`src/rtl/imul_rr_sched_pkg.sv`:
```
// Shared types and widths for the round-robin multiplier scheduler.
// The optional grant counters are enabled by defining IMUL_RR_SCHED_PERF_EN.
package imul_rr_sched_pkg;

   localparam int OP_W     = 64;
   localparam int PROD_W   = 32;
   localparam int NREQ_MAX = 4;
   localparam int CNT_W    = 32;

   typedef enum logic [1:0] {
      IDLE  = 2'd0,
      ISSUE = 2'd1,
      WAIT  = 2'd2
   } state_t;

endpackage

```
`src/rtl/imul_rr_arb.sv`:
```
// Combinational rotating-priority arbiter: the first set request at or after
// i_ptr, wrapping modulo NREQ, wins.
module imul_rr_arb
   import imul_rr_sched_pkg::*;
#(
   parameter  int NREQ  = 2,
   localparam int PTR_W = $clog2(NREQ)
) (
   input  logic [NREQ-1:0]  i_req,
   input  logic [PTR_W-1:0] i_ptr,
   output logic [NREQ-1:0]  o_gnt,
   output logic [PTR_W-1:0] o_idx,
   output logic             o_any
);

   logic [PTR_W-1:0] w_cand;

   // Walk the requesters in priority order and keep the first one found.
   always_comb begin
      o_gnt  = '0;
      o_idx  = '0;
      o_any  = 1'b0;
      w_cand = '0;
      for (int k = 0; k < NREQ; k++) begin
         w_cand = PTR_W'((int'(i_ptr) + k) % NREQ);
         if (!o_any && i_req[w_cand]) begin
            o_any         = 1'b1;
            o_idx         = w_cand;
            o_gnt[w_cand] = 1'b1;
         end
      end
   end

endmodule

```
`src/rtl/imul_rr_scheduler.sv`:
```
// Shares one iterative multiplier among NREQ requesters, one transaction in
// flight at a time. Define IMUL_RR_SCHED_PERF_EN for per-requester grant counters.
module imul_rr_scheduler
   import imul_rr_sched_pkg::*;
#(
   parameter int NREQ = 2
) (
   input  logic                 clk,
   input  logic                 reset,
   input  logic [NREQ-1:0]      req_val,
   output logic [NREQ-1:0]      req_rdy,
   input  logic [NREQ*OP_W-1:0] req_msg,
   output logic [NREQ-1:0]      resp_val,
   input  logic [NREQ-1:0]      resp_rdy,
   output logic [PROD_W-1:0]    resp_msg,
   output logic                 mul_istream_val,
   input  logic                 mul_istream_rdy,
   output logic [OP_W-1:0]      mul_istream_msg,
   input  logic                 mul_ostream_val,
   output logic                 mul_ostream_rdy,
   input  logic [PROD_W-1:0]    mul_ostream_msg
`ifdef IMUL_RR_SCHED_PERF_EN
   ,
   output logic [NREQ*CNT_W-1:0] grant_cnt
`endif
);

   localparam int PTR_W = $clog2(NREQ);

   state_t           r_state;
   state_t           w_nextState;
   logic [PTR_W-1:0] r_ptr;
   logic [PTR_W-1:0] r_gnt;
   logic [OP_W-1:0]  r_op;

   logic [NREQ-1:0]  w_arbGnt;
   logic [PTR_W-1:0] w_arbIdx;
   logic             w_arbAny;
   logic [OP_W-1:0]  w_reqOps [NREQ];
   logic [OP_W-1:0]  w_selMsg;
   logic             w_reqFire;
   logic             w_respFire;
   logic [PTR_W-1:0] w_ptrNext;

   imul_rr_arb #(.NREQ(NREQ)) u_arb (
      .i_req (req_val),
      .i_ptr (r_ptr),
      .o_gnt (w_arbGnt),
      .o_idx (w_arbIdx),
      .o_any (w_arbAny)
   );

   always_comb begin
      for (int i = 0; i < NREQ; i++) begin
         w_reqOps[i] = req_msg[i*OP_W +: OP_W];
      end
      w_selMsg = w_reqOps[w_arbIdx];
   end

   assign w_reqFire       = (r_state == IDLE) && w_arbAny;
   assign w_respFire      = (r_state == WAIT) && mul_ostream_val && resp_rdy[r_gnt];
   assign w_ptrNext       = (r_gnt == PTR_W'(NREQ - 1)) ? '0 : r_gnt + 1'b1;
   assign mul_istream_msg = r_op;

   // req_rdy is gated by reset so nothing can be accepted while it is held.
   always_comb begin
      w_nextState     = r_state;
      req_rdy         = '0;
      resp_val        = '0;
      resp_msg        = '0;
      mul_istream_val = 1'b0;
      mul_ostream_rdy = 1'b0;
      unique case (r_state)
         IDLE: begin
            if (reset) begin
               req_rdy = w_arbGnt;
            end
            if (w_arbAny) begin
               w_nextState = ISSUE;
            end
         end
         ISSUE: begin
            mul_istream_val = 1'b1;
            if (mul_istream_rdy) begin
               w_nextState = WAIT;
            end
         end
         WAIT: begin
            resp_val[r_gnt] = mul_ostream_val;
            mul_ostream_rdy = resp_rdy[r_gnt];
            resp_msg        = mul_ostream_msg;
            if (mul_ostream_val && resp_rdy[r_gnt]) begin
               w_nextState = IDLE;
            end
         end
         default: begin
            w_nextState = IDLE;
         end
      endcase
   end

   always_ff @(posedge clk or negedge reset) begin
      if (!reset) begin
         r_state <= IDLE;
         r_ptr   <= '0;
         r_gnt   <= '0;
         r_op    <= '0;
      end else begin
         r_state <= w_nextState;
         if (w_reqFire) begin
            r_gnt <= w_arbIdx;
            r_op  <= w_selMsg;
         end
         // Priority moves past the requester just served.
         if (w_respFire) begin
            r_ptr <= w_ptrNext;
         end
      end
   end

`ifdef IMUL_RR_SCHED_PERF_EN
   logic [CNT_W-1:0] r_grantCnt [NREQ];

   always_ff @(posedge clk or negedge reset) begin
      if (!reset) begin
         for (int i = 0; i < NREQ; i++) begin
            r_grantCnt[i] <= '0;
         end
      end else if (w_reqFire) begin
         r_grantCnt[w_arbIdx] <= r_grantCnt[w_arbIdx] + 1'b1;
      end
   end

   always_comb begin
      for (int i = 0; i < NREQ; i++) begin
         grant_cnt[i*CNT_W +: CNT_W] = r_grantCnt[i];
      end
   end
`endif

endmodule
```
`config.mk`:
```
export PLATFORM = sky130hd
export DESIGN_NAME = imul_rr_scheduler
export DESIGN_NICKNAME = d
export VERILOG_FILES = /design/src/rtl/imul_rr_sched_pkg.sv /design/src/rtl/imul_rr_arb.sv /design/src/rtl/imul_rr_scheduler.sv
export SDC_FILE = /design/constraint.sdc
export NUM_CORES = 1
export LEC_CHECK = 0
export CELL_PAD_IN_SITES_DETAIL_PLACEMENT = 1
export CELL_PAD_IN_SITES_GLOBAL_PLACEMENT = 1
export CORE_MARGIN = 5
export CORE_UTILIZATION = 21
export DETAILED_ROUTE_END_ITERATION = 8
export PLACE_DENSITY = 0.86
export SKIP_LAST_GASP = 1
export SYNTH_ARGS = -nofsm -noshare
export SYNTH_HDL_FRONTEND = slang
export SYNTH_HIERARCHICAL = 1
export SYNTH_SLANG_ARGS = --single-unit
```
`constraint.sdc`:
```
create_clock -name clk -period 1.5 [get_ports clk]
set_input_delay 0.3 -clock clk [delete_from_list [all_inputs] [get_ports clk]]
set_output_delay 0.3 -clock clk [all_outputs]
set_load 0.05 [all_outputs]
```
# [Word level (Yosys, flattened, before mapping)]
# Cells that the tools add are included.
# Widths: inputs -> output; s select.
[totals] reg_bits=68 inputBits=168 output_inout_bits=102 elab_cells=64
[op_classes] n_addsub=2 order_cmp=7 n_eq_ne=5 muxes=32 bitwise=3 reduce_logical=11
[ops] cell="$mux 64" count=3
[ops] cell="$mux 32" count=1
[ops] cell="$mux 1" count=16
[ops] cell="$mux 2" count=8
[ops] cell="$logic_and 1x1->1" count=8
[ops] cell="$lt 1x2->1 const B" count=3
[ops] cell="$pmux 2 s3" count=1
[ops] cell="$ne 2x2->1 const B" count=2
[ops] cell="$demux 1 s1" count=3
[ops] cell="$ge 1x1->1 const B" count=3
[ops] cell="$reduce_and 3->1" count=1
[ops] cell="$add 1x1->1 const B" count=2
[ops] cell="$and 2x2->2" count=1
[ops] cell="$eq 2x1->1 const B" count=1
[ops] cell="$eq 2x2->1 const B" count=1
[ops] cell="$ge 2x2->1 const B" count=1
[ops] cell="$logic_not 2->1" count=1
[ops] cell="$ne 2x1->1 const B" count=1
[ops] cell="$not 1->2" count=1
[ops] cell="$or 2x2->2" count=1
[ops] cell="$logic_not 1->1" count=1

# [Depth between registers and ports, before layout]
[logic_depth] depth_word=10 depth_mapped=6 ltp_nobuf=4

# [Cells and area by module]
# Netlist, hierarchy kept.
[modules_own_cells] mod="imul_rr_scheduler" instances=1 cells_each=339 area_per_inst_um2=3382.0 seq_area_each_um2=1701.6
[modules_own_cells] mod="imul_rr_arb" instances=1 cells_each=5 area_per_inst_um2=32.5 seq_area_each_um2=0.0

# [Worst setup path before layout]
# No wires, ideal clock.
[synth_path] kind="reg-to-output" from="register r_state[1]" to="output port resp_val[0]" arrival_ps=1540 required_ps=1200 setup_slack_ps=-340 path_stages_with_launch=6 n_path_buf=2 path_cell_list="dfrtp_1 -> nor2b_1 -> clkbuf_2 -> buf_2 -> nand2_1 -> nor2_1"
[synth_via] elab_chain_cells=2
[synth_lines] element="start: declaration" line_no="imul_rr_scheduler.sv:30" rtl="state_t r_state;"
[synth_lines] element="start signal: assignment" line_no="imul_rr_scheduler.sv:109" rtl="r_state <= w_nextState;"
[synth_lines] element="$eq 2x2->1" line_no="imul_rr_scheduler.sv:73" rtl="unique case (r_state)"
[synth_lines] element="$mux 2" line_no="imul_rr_scheduler.sv:73"
[synth_lines] element="end: declaration" line_no="imul_rr_scheduler.sv:13" rtl="output logic [NREQ-1:0] resp_val,"
# Every way passes these cells.

# [Worst setup path after layout]
# Same ends and word-level chain as after synthesis.

==> metrics.md <==
| Metric | Value |
|---|---|
| Pleak | `3.67 nW` |
| FF-to-FF setup slack | `-0.20 ns` |
| Cell taking the most area after synthesis | `dfrtp_1` |
| Pre-CTS setup slack | `-0.531 ns` |
| Most common cell after layout, fill and taps aside | `clkdlybuf4s50_1` |
| Yosys top cell area share | `49.8%` |
| Routed wl met2 | `12000 um` |
| Worst slew margin | `56.8%` |
| Final setup violation count | `approximately 100` |
| Run status | `finished with violations` |
| Max Used Layer | `met4` |
| Routed len/inst | `25.2 um` |
| Reg2reg start | `r_state[0]` |
| Global Route Usage Sum | `a little under a fifth` |
| Clock sink count | `68` |
| Antenna viol nets, final | `0` |
| Worst setup EP type | `primary output` |
| Synth top area cells | `dfrtp_1 (50%), mux2i_1 (19%), a21oi_1 (9.5%)` |
| Root buf cell | `clkbuf_16` |
| Synthesized area per cell | `roughly 10 um^2` |
| Starting DRT DRC Count | `141` |
| Seq cells post-synth | `68` |
| Clock Path Buffers | `2` |
| Core area | `15900 um^2` |
| Die area | `18900 um^2` |
| DRC Markers | `0` |
| Cell family with most CP delay | `simple AND/OR/NAND/NOR gates` |
| GPL Wtd Cong | `slightly above 0.7` |
| Worst-path clk slew | `0.07 ns` |
| Met3 wire length | `1500 um` |
| Fillers | `1525` |
| Layout cells sized above 1 | `50.7%` |
| PwrDens | `2340 nW/um^2` |
| Worst-path cell chain | `nor2b_2 > buf_12 > nand2_1 > nor2_2 > buf_12` |
| Num CTS Buffers | `9` |
| Slew Viols, Final | `0` |
| Vias per Instance | `4.66` |
| Die H | `138 um` |
| Worst r2r dst | `mul_istream_msg[39]` |
| Final non-filler cell area | `approximately 9300 um^2` |
| Fin nets | `814` |
| Failing checks | `negative setup slack` |
| Synth Net Count | `512` |
| R2R cell count | `8` |
| Final WS setup | `-0.326 ns` |
| Die Width | `roughly 140 um` |
| Peak VDD IR | `1.03 mV` |
| Worst Path Buf+Inv | `2` |
| Port Buf Inserts | `roughly 270` |
| Distinct cell type count after synthesis | `20` |
| Most used cell, CP | `buf_12` |
| Largest net degree at the start of global routing | `49` |
| Setup_tns | `-16.74 ns` |
| Drt first pass iters | `4` |
| Synthesized cell area | `3410 um^2` |
| RSZ-0062 raised after global routing | `true` |
| Met1 WL | `roughly 7300 um` |
| # IOs | `270` |
| Startpoint types | `flip-flop` |
| Vias | `4050` |
| Max-Cap Viols | `0` |
| Worst skew pair latency | `0.34 ns` |
| Critical path peak fanout | `37` |
| Largest stage delay, worst path | `0.37 ns` |
| H-tree levels | `3` |
| Final WL | `21900 um` |
| WP data required | `1.20 ns` |
| Max frequency | `548 MHz` |
| Layout Skew | `0.0112 ns` |
| Placed cell areas | `7450 um^2` |
| Fraction of the yosys area taken by sequential cells | `49.8%` |
| GRT overflow | `0` |
| Synth Warn # | `6` |
| Initial Utilization | `a little over a fifth` |
| Worst EP arrival | `1.53 ns` |
| Initial antenna violation count | `1` |
| Tcrit/Tclk final | `122%` |
| Most frequent cells in the layout | `clkdlybuf4s50_1 (164), buf_12 (110), dfrtp_1 (68)` |
| CTS tree | `yes` |
| Number of global-route vias before repair | `4479` |
| Hold Fails Final Rpt | `0` |
| Cells after Synth | `344` |
| Num rows | `46` |
| Crit path time final | `1.83 ns` |
| Crit-path slowest cell | `dfrtp_1` |
| P&R area growth vs syn | `172%` |
| First-pass GRT wire length | `26200 um` |
| HP Class | `in2async` |
| DP HPWL | `12600 um` |
| WS Path Type | `reg2out` |
| Worst-Margin Slew | `0.647 ns` |
-- sequential cells by signal, indices dropped and copies added (netlist names) --
name             cells
mul_istream_msg     64
r_gnt                1
r_ptr                1
r_state              2
-- routing by layer --
metal | vias to the layer above | global-route usage (%)
li1 | 1780 | -
met1 | 1993 | 18.0
met2 | 211 | 35.3
met3 | 66 | 5.66
met4 | 0 | 7.26
met5 | - | 0
-- kinds of logic (layout without fill, tap and decap cells) --
logic type	Yosys count	in the layout	share of synthesized area, %
AOI/OAI and AO/OA	71	71	10.7
DFF	68	68	49.8
buffers and inverters	28	335	4.58
muxes	66	66	19.4
other	0	2	0
and+or+nand+nor	111	111	15.5
-- layout make-up --
| cell class | count | area (um^2) | area share, % |
|---|---|---|---|
| clock inverter | 6 | 95.1 | 1.02 |
| sequential | 68 | 1700 | 18.3 |
| timing repair buffer | 316 | 4610 | 49.5 |
| tap | 216 | 270 | 2.91 |
| antenna | 2 | 5.00 | 0.0538 |
| inverter | 3 | 11.3 | 0.121 |
| multi-input combinational | 248 | 2370 | 25.5 |
| clock buffer | 10 | 239 | 2.57 |
-- stage by stage --
step                      cells  utilization [%]  power (W)  hold slack (ns)
after global routing        868             58.3     0.0225            0.159
final                       869             58.3     0.0218            0.116
after global placement      815             46.8     0.0148            0.323
after CTS                   857             52.1     0.0192            0.129
after detailed placement    815             46.8     0.0152            0.337
after floorplan             344                -    0.00895          0.00441
-- cells in the mapped netlist (all sizes together) --
master / number
nand2: 4
a31oi: 1
inv: 3
or2: 1
clkbuf: 3
a21o: 1
nor3b: 1
dfrtp: 68
o21ai: 1
and3: 3
mux2i: 65
a21oi: 65
nand4b: 1
mux2: 1
buf: 22
a21boi: 3
nor2: 66
nor2b: 3
and2: 32
-- what timing repair did --
| action | in CTS | in global routing |
|---|---|---|
| pin swaps | 5 | 4 |
| cloned | 11 | 11 |
| hold buffers | 1 | 0 |
| buffers inserted | 14 | 2 |
| resized for setup | 28 | 196 |
| endpoints found under the setup margin | 102 | 104 |
| hold endpoints to repair | 20 | 0 |
-- power by group --
part	total (W)	internal, W	leakage, nW	switching, W
Combinational	0.0152	0.00746	2.76	0.00774
Sequential	0.00413	0.00274	0.754	0.00139
Clock	0.00242	0.00152	0.164	0.000898
-- worst max-delay path by stage --
stage / slack [ns] / cells after the start / end / from
after detailed placement: -0.53 / 6 / mul_istream_msg[42] / req_val[0]
after global routing: -0.40 / 5 / resp_val[0] / r_state[1]
after global placement: -0.37 / 6 / mul_istream_msg[61] / req_val[0]
final: -0.33 / 5 / resp_val[0] / r_state[1]
after floorplan: -0.12 / 5 / resp_val[0] / r_state[1]
after CTS: -0.29 / 4 / resp_val[1] / r_state[0]
-- worst register-to-register path: cells and delay by family (launching register included) --
family	cells	cell delay, ns
AND/OR/NAND/NOR	2	0.30
AO/OA/AOI/OAI	1	0.16
buffers and inverters	5	0.77
flip-flops	1	0.40
Power figures use the tool's default switching activity.
